[src/rtl/fetch_pkg.sv]
// Shared types and default constants for the fetch stage.
package fetch_pkg;

  typedef enum logic [2:0] {
    IDLE = 3'd0,
    REQ  = 3'd1,
    WAIT = 3'd2,
    HOLD = 3'd3,
    HALT = 3'd4
  } fetch_state_t;

  localparam int unsigned PC_W_DEF     = 16;
  localparam int unsigned INSTR_W_DEF  = 9;
  localparam int unsigned RESET_PC_DEF = 0;
  localparam int unsigned PC_STEP_DEF  = 1;

endpackage

[src/rtl/fetch_perf_ctr.sv]
// Fetch performance counters: active cycles and retired (consumed) instructions.
module fetch_perf_ctr (
  input  logic        clk,
  input  logic        reset,
  input  logic        active_c,
  input  logic        retire_c,
  output logic [31:0] cycle_count,
  output logic [31:0] retire_count
);

  logic [31:0] cycle_count_q, cycle_count_d;
  logic [31:0] retire_count_q, retire_count_d;

  always_comb begin
    cycle_count_d  = cycle_count_q;
    retire_count_d = retire_count_q;
    if (active_c) cycle_count_d = cycle_count_q + 32'd1;
    if (retire_c) retire_count_d = retire_count_q + 32'd1;
  end

  always_ff @(posedge clk or posedge reset) begin
    if (reset) begin
      cycle_count_q  <= 32'd0;
      retire_count_q <= 32'd0;
    end else begin
      cycle_count_q  <= cycle_count_d;
      retire_count_q <= retire_count_d;
    end
  end

  assign cycle_count  = cycle_count_q;
  assign retire_count = retire_count_q;

endmodule

[src/rtl/fetch_pc_unit.sv]
// PC register, imem request/response handshake and start/halt sequencing.
// Optional perf counters are built when FETCH_PERF_EN is defined.
module fetch_pc_unit
  import fetch_pkg::*;
#(
  parameter int unsigned PC_W     = PC_W_DEF,
  parameter int unsigned INSTR_W  = INSTR_W_DEF,
  parameter int unsigned RESET_PC = RESET_PC_DEF,
  parameter int unsigned PC_STEP  = PC_STEP_DEF
) (
  input  logic               clk,
  input  logic               reset,
  input  logic               start,
  input  logic               redirect_valid,
  input  logic [PC_W-1:0]    redirect_pc,
  input  logic               halt,
  output logic               imem_req,
  output logic [PC_W-1:0]    imem_addr,
  input  logic               imem_rvalid,
  input  logic [INSTR_W-1:0] imem_rdata,
  output logic               instr_valid,
  output logic [INSTR_W-1:0] instr,
  output logic [PC_W-1:0]    instr_pc,
  input  logic               instr_ready,
`ifdef FETCH_PERF_EN
  output logic [31:0]        cycle_count,
  output logic [31:0]        retire_count,
`endif
  output logic               halted
);

  fetch_state_t       state_q, state_d;
  logic [PC_W-1:0]    pc_q, pc_d;
  logic [INSTR_W-1:0] instr_q, instr_d;
  logic [PC_W-1:0]    instr_pc_q, instr_pc_d;
  logic               imem_req_q, instr_valid_q, halted_q;

  always_comb begin
    state_d    = state_q;
    pc_d       = pc_q;
    instr_d    = instr_q;
    instr_pc_d = instr_pc_q;
    case (state_q)
      IDLE: begin
        pc_d = PC_W'(RESET_PC);
        if (start) state_d = REQ;
      end
      REQ:  state_d = WAIT;
      WAIT: begin
        if (imem_rvalid) begin
          instr_d    = imem_rdata;
          instr_pc_d = pc_q;
          state_d    = HOLD;
        end
      end
      HOLD: begin
        // Halt wins over redirect when both accompany the consumed instruction.
        if (instr_ready) begin
          if (halt) begin
            state_d = HALT;
          end else begin
            pc_d    = redirect_valid ? redirect_pc : pc_q + PC_W'(PC_STEP);
            state_d = REQ;
          end
        end
      end
      HALT:    state_d = HALT;
      default: state_d = IDLE;
    endcase
  end

  // Moore outputs are registered from the next state so they align with state_q.
  always_ff @(posedge clk or posedge reset) begin
    if (reset) begin
      state_q       <= IDLE;
      pc_q          <= PC_W'(RESET_PC);
      instr_q       <= '0;
      instr_pc_q    <= '0;
      imem_req_q    <= 1'b0;
      instr_valid_q <= 1'b0;
      halted_q      <= 1'b0;
    end else begin
      state_q       <= state_d;
      pc_q          <= pc_d;
      instr_q       <= instr_d;
      instr_pc_q    <= instr_pc_d;
      imem_req_q    <= (state_d == REQ);
      instr_valid_q <= (state_d == HOLD);
      halted_q      <= (state_d == HALT);
    end
  end

  assign imem_req    = imem_req_q;
  assign imem_addr   = pc_q;
  assign instr_valid = instr_valid_q;
  assign instr       = instr_q;
  assign instr_pc    = instr_pc_q;
  assign halted      = halted_q;

`ifdef FETCH_PERF_EN
  // Counting on the next state makes cycle_count include the current cycle.
  logic active_c, retire_c;
  assign active_c = (state_d != IDLE) && (state_d != HALT);
  assign retire_c = (state_q == HOLD) && instr_ready;

  fetch_perf_ctr u_perf (
    .clk          (clk),
    .reset        (reset),
    .active_c     (active_c),
    .retire_c     (retire_c),
    .cycle_count  (cycle_count),
    .retire_count (retire_count)
  );
`endif

endmodule

[config.mk]
export PLATFORM = sky130hd
export DESIGN_NAME = fetch_pc_unit
export DESIGN_NICKNAME = d
export VERILOG_FILES = /design/src/rtl/fetch_pkg.sv /design/src/rtl/fetch_perf_ctr.sv /design/src/rtl/fetch_pc_unit.sv
export SDC_FILE = /design/constraint.sdc
export NUM_CORES = 1
export LEC_CHECK = 0
export CAP_MARGIN = 20
export CELL_PAD_IN_SITES_DETAIL_PLACEMENT = 0
export CELL_PAD_IN_SITES_GLOBAL_PLACEMENT = 1
export CORE_ASPECT_RATIO = 1.2
export CORE_MARGIN = 8
export CORE_UTILIZATION = 37
export CTS_CLUSTER_SIZE = 30
export DETAILED_ROUTE_END_ITERATION = 7
export HOLD_SLACK_MARGIN = 0.02
export PLACE_DENSITY = 0.91
export SLEW_MARGIN = 40
export SYNTH_ARGS = -nofsm -noshare
export SYNTH_HDL_FRONTEND = slang
export SYNTH_SLANG_ARGS = --single-unit
export TNS_END_PERCENT = 10
[constraint.sdc]
create_clock -name clk -period 3.95 [get_ports clk]
set_clock_uncertainty 0.05 [all_clocks]
set_input_delay 0.79 -clock clk [delete_from_list [all_inputs] [get_ports clk]]
set_output_delay 0.79 -clock clk [all_outputs]
set_load 0.01 [all_outputs]
==> summary.txt, run 1 <==
Setup path
  – Largest stage delay, worst path: 530 ps
  – CP Cell Sequence: clkdlybuf4s50_1 > buf_4 > or2_2 > or2_2 > or4_1 > nand3_1
  – Critical path fanouts, max: 29
  – Crit path launch type: input pin
  – Crit path kind: input pin to flip-flop
  – Worst setup EP type: flip-flop
  – CP max stage cell: or4_1
  – Critical Path RT: 4150 ps
  – Critical Path Most Common Cell: or2_2
  – Arrival time worst endpoint: 2760 ps

Pwr
  – Power Dens Cells: 646.9 nW/um^2
  – Seq pwr share: 41.6%
  – Peak supply drop: 0.2861 mV
  – Static Leakage: 1.286 nW
  – Gate power share: 44.0%
  – Internal power: 1.345 mW
  – P_sw: 693.7 uW
  – Switching share of power: 34.03%
  – Clock power share: 14.4%

Detailed routing
  – # DRC: 0
  – DR vias: 1844
  – Post-DRT Antenna Nets: 0
  – Routed WL: 5646 um
  – Drt first-iter violations: 90
  – Via density: 5.165
  – Drt pass-1 iters: 4
  – Routed len/inst: 15.82 um

Timing
  – Final min period: 2560 ps
  – Endpoints failing setup: 0
  – Final Hold Viols: 0
  – Fmax: 390.6 MHz
  – Worst Tran Pin Value: 755.5 ps
  – Slew HR: 49.64%
  – Final Max Slew Viols: 0
  – Period utilisation layout: 64.82%
  – RSZ-0062 raised after global routing: false
  – Setup TNS Final: 0 ps

Clocking
  – Resized Gates After CTS: 0
  – Clock Tree Buf Depth: 2
  – CTS tree: built
  – H-tree depth: 2
  – Clk_lat worst skew: 300 ps
  – # Post-CTS Setup Buffers: 0
  – Cts hold-fix bufs: 0
  – CTS buffer count: 5
  – Clock slew at the register clock pins of the worst setup and hold paths: 90 ps
  – Clock Root Buffer: clkbuf_8
  – Clock tree sinks: 47

Finish
  – Storage cell area: 1176 um^2
  – Layout area overhead: 42.42%
  – Diodes inserted: 0
  – Fin cells: 357
  – Multi-input logic area: 985.9 um^2
  – Share of layout cells above drive strength 1: 16.36%
  – Filler Cell Count: 577
  – Final nets: 308

Logic synthesis
  – Yosys top cell by area: dfrtp_1
  – Synth area leaders: dfrtp_1, mux2_2, o2bb2ai_1
  – Synth unique cells: 34
  – Yosys warnings: 0
  – Ys async rst share: 100.0%
  – Post-synthesis average cell area: 11.12 um^2
  – Gate Count Post-Synth: 199
  – FF+latch count, synth: 47
  – Top-area cell type share of the netlist area: 53.17%
  – Number of synthesized flops with an enable pin: 0
  – Post-synth net total: 232
  – Register area share after synthesis: 53.17%
  – Synth Cell Area: 2212 um^2
  – Predominant post-synthesis flop cell: dfrtp_1

Global route
  – GRT Max-Usage Layer: met2
  – First-pass GRT wire length: 9432 um
  – Met2 usage: 23.03%
  – GRT met1 Usage: 15.14%
  – GRT met3 Usage: 6.036%
  – Antenna violations before repair: 0
  – Total Routing Usage GR: 13.70%
  – Gr ovfl total: 0
  – Largest net degree at the start of global routing: 48
  – Vias in the first global route: 1919

Place
  – Detail Placement HPWL: 4186 um
  – Number of buffers added on ports: 75
  – Placed cell count: 349
  – Final Wtd Congestion: 0.8046

Die
  – IO Pins: 76
  – DIE HEIGHT: 100.7 um
  – Initial Util: 37.52%
  – Row Count: 31
  – Core area: 5896 um^2
  – Die Wd: 86.59 um
  – Die area: 8719 um^2

Min path
  – Worst hold path class: flip-flop to flip-flop

Job
  – Max Cap Violations: 0

Run status
  – Status: completed
[cells in the mapped netlist (2+ instances only)]
cell type and number:
a32oi_1 2, or2_2 3, o21ai_0 14, clkbuf_1 7, a22oi_1 7, inv_1 4
nor2_1 17, buf_2 2, nand3_1 6, dfrtp_1 47, a21oi_1 8, nand4_1 3
nand2_1 9, nor3_1 6, mux2i_1 2, mux2_2 25, or4_1 2, nor4_1 7
and3_1 3, o2bb2ai_1 10, o22ai_1 2
[stage by stage]
stage / worst slack [ps] / util (%) / hold WS [ps] / area, um^2 / total power, mW
2_1_floorplan: 1864 / - / 501.2 / 2212 / 1.256
3_3_place_gp: 1058 / 51.78 / 438.8 / 3053 / 1.742
3_5_place_dp: 1041 / 51.83 / 444.7 / 3055 / 1.767
4_1_cts: 1374 / 53.31 / 463.7 / 3143 / 2.068
5_1_grt: 1323 / 53.44 / 468.5 / 3151 / 2.183
6_report: 1390 / 53.44 / 459.0 / 3151 / 2.038
[area by class of cell]
class	count	area share, %
clock inverter	1	0.1589
clock buffer	6	2.621
tap	82	3.257
multi-input combinational	138	31.29
sequential	47	37.33
inverter	4	0.5560
timing repair buffer	79	24.78
[power groups by stage]
| stage | registers [mW] | logic (mW) | clock network, mW |
|---|---|---|---|
| 2_1_floorplan | 0.906 | 0.350 | 0 |
| 5_1_grt | 0.886 | 0.971 | 0.326 |
| 6_report | 0.848 | 0.897 | 0.293 |
| 3_5_place_dp | 0.860 | 0.907 | 0 |
| 4_1_cts | 0.850 | 0.911 | 0.306 |
| 3_3_place_gp | 0.848 | 0.895 | 0 |
[critical path, delay by kind of cell]
family                 cells  cell delay [ps]
buffers and inverters      2              620
and+or+nand+nor            4             1340
[registers in the layout, summed over array words and instances, names as in the netlist]
signal,cells
instr,9
instr_valid,1
halted,1
imem_req,1
imem_addr,16
state_q,3
instr_pc,16
[cell usage in the layout (no fill, tap or decap), types with 4 or more instances in the layout]
master            n
nand3_1           6
nor3_1            6
buf_4             4
dfrtp_1          47
nor2_1           17
o2bb2ai_1        10
clkbuf_8          6
o21ai_0          14
a21oi_1           8
nand2_1           9
nor4_1            7
a22oi_1           7
clkdlybuf4s50_1  75
mux2_2           25
[final timing paths]
check | from | to | slack (ps) | depth (start not counted)
worst min-delay path | instr[2] | instr[2] | 460 | 1
worst max-delay path | redirect_valid | imem_addr[14] | 1390 | 6
worst min register to register | instr[2] | instr[2] | 460 | 1
min in group asynchronous | reset | instr[2] | 850 | 2
worst max register to register | imem_addr[0] | imem_addr[14] | 1820 | 5
max in group asynchronous | reset | instr_valid | 2620 | 2
[routing by layer]
layer	up-vias	share of wire, %
li1	894	-
met1	890	39
met2	55	50
met3	5	9.3
met4	0	1.1
met5	-	0
[logic make-up (layout without fill, tap and decap cells)]
kind of cell,after synthesis,after routing,synth area share (%)
compound gates,48,48,14.48
fa+ha+maj,1,1,0.5655
buf+inv,14,90,2.941
flops,47,47,53.17
mux,27,27,13.63
simple gates,62,62,15.22
No activity file was read; power rests on OpenSTA's default activity.
==> run 2: changes to the inputs <==
CORE_UTILIZATION = 34   (was 37)
PLACE_DENSITY = 0.85   (was 0.91)
clock period = 2.4 ns   (was 3.95 ns; I/O delays follow)
==> summary.txt, run 2 (synthesis results as in run 1) <==
Clocking
  – H-tree depth: 2
  – Clock Tree Buf Depth: 2
  – CTS buffer count: 5
  – CTS tree: built
  – Cts hold-fix bufs: 0
  – Clock Root Buffer: clkbuf_8
  – Clock tree sinks: 47
  – # Post-CTS Setup Buffers: 0
  – Clock slew at the register clock pins of the worst setup and hold paths: 90 ps
  – Clk_lat worst skew: 290 ps
  – Resized Gates After CTS: 0

Detailed routing
  – Drt pass-1 iters: 5
  – Via density: 5.070
  – DR vias: 1871
  – Drt first-iter violations: 93
  – # DRC: 0
  – Post-DRT Antenna Nets: 0
  – Routed WL: 5721 um
  – Routed len/inst: 15.50 um

Timing
  – Period utilisation layout: 89.32%
  – Slew HR: 58.87%
  – RSZ-0062 raised after global routing: false
  – Worst Tran Pin Value: 611.3 ps
  – Endpoints failing setup: 0
  – Setup TNS Final: 0 ps
  – Final Hold Viols: 0
  – Final min period: 2144 ps
  – Fmax: 466.5 MHz
  – Final Max Slew Viols: 0

Pwr
  – P_sw: 1.148 mW
  – Peak supply drop: 0.5327 mV
  – Clock power share: 15.0%
  – Seq pwr share: 39.9%
  – Gate power share: 45.1%
  – Switching share of power: 33.36%
  – Power Dens Cells: 1063 nW/um^2
  – Internal power: 2.293 mW
  – Static Leakage: 1.333 nW

Setup path
  – Critical path fanouts, max: 9
  – CP Cell Sequence: ha_1 > nand3_4 > or4_1 > or4_1 > nand3_1
  – Arrival time worst endpoint: 2330 ps
  – Critical Path RT: 2590 ps
  – Worst setup EP type: flip-flop
  – Crit path kind: flip-flop to flip-flop
  – CP max stage cell: or4_1
  – Largest stage delay, worst path: 600 ps
  – Crit path launch type: flip-flop
  – Critical Path Most Common Cell: or4_1

Finish
  – Share of layout cells above drive strength 1: 18.66%
  – Filler Cell Count: 575
  – Final core occ: 50.85%
  – Most frequent cells in the layout: clkdlybuf4s50_1, dfrtp_1, mux2_2
  – Layout area overhead: 46.32%
  – Leading cell type in the layout, fill and taps excluded: clkdlybuf4s50_1
  – Final nets: 316
  – Diodes inserted: 0

Die
  – Die Wd: 89.64 um
  – DIE HEIGHT: 104.4 um
  – Die area: 9354 um^2
  – Initial Util: 34.75%
  – Core area: 6366 um^2
  – IO Pins: 76
  – Row Count: 32

Run status
  – Status: completed

Global route
  – First-pass GRT wire length: 9646 um
  – Largest net degree at the start of global routing: 48
  – Antenna violations before repair: 0
  – Total Routing Usage GR: 12.87%
  – Vias in the first global route: 1986
  – Gr ovfl total: 0

Place
  – Detail Placement HPWL: 4268 um
  – Number of buffers added on ports: 75
  – Final Wtd Congestion: 0.7603

Min path
  – Worst hold path class: flip-flop to flip-flop

Job
  – Max Cap Violations: 0
run 2: per-layer routing:
layer | wire (um) | vias up | GRT usage (%)
met5 | 0 | - | 0
met4 | 29 | 0 | 3.218
met3 | 599 | 2 | 6.008
met2 | 2726 | 57 | 19.76
met1 | 2366 | 904 | 15.65
li1 | - | 908 | -
run 2: path summary, 6_finish.rpt:
path	from	to	slack [ps]	cells past startpoint
max in group asynchronous	reset	imem_addr[9]	1580	3
setup / recovery	imem_addr[0]	imem_addr[14]	260	5
min in group asynchronous	reset	instr_pc[12]	480	3
hold / removal	instr[7]	instr[7]	460	1
hold reg to reg	instr[7]	instr[7]	460	1
setup reg to reg	imem_addr[0]	imem_addr[14]	260	5
run 2: final cells by class:
class | instances | area (um^2) | area share, %
well taps | 85 | 106.4 | 3.286
clock buffers | 8 | 100.1 | 3.092
repair buffers | 87 | 853.3 | 26.36
inverters | 4 | 15.01 | 0.4639
flip-flops and latches | 47 | 1176 | 36.34
multi-input cells | 138 | 985.9 | 30.46
run 2: worst max-delay path: cells and delay by family (launching register included):
family	cells	cell delay (ps)
and+or+nand+nor	4	1320
DFF	1	450
adders and majority gates	1	270
run 2: through the flow:
step	setup WS [ps]	cell area (um^2)	hold slack, ps	instances	total power, mW
final	256.2	3237	459.0	369	3.441
after global routing	170.8	3237	481.0	369	3.692
after CTS	252.8	3237	465.0	369	3.504
after detailed placement	181.0	3137	445.5	361	2.974
after global placement	192.6	3137	438.2	361	2.927
after floorplan	390.4	2212	501.2	199	2.068
run 2: power by group through the flow:
stage | sequential [mW] | combinational (mW) | clock (mW)
finish | 1.37 | 1.55 | 0.517
global route | 1.44 | 1.69 | 0.566
CTS | 1.38 | 1.59 | 0.539
detailed placement | 1.40 | 1.58 | 0
global placement | 1.37 | 1.55 | 0
floorplan | 1.49 | 0.576 | 0
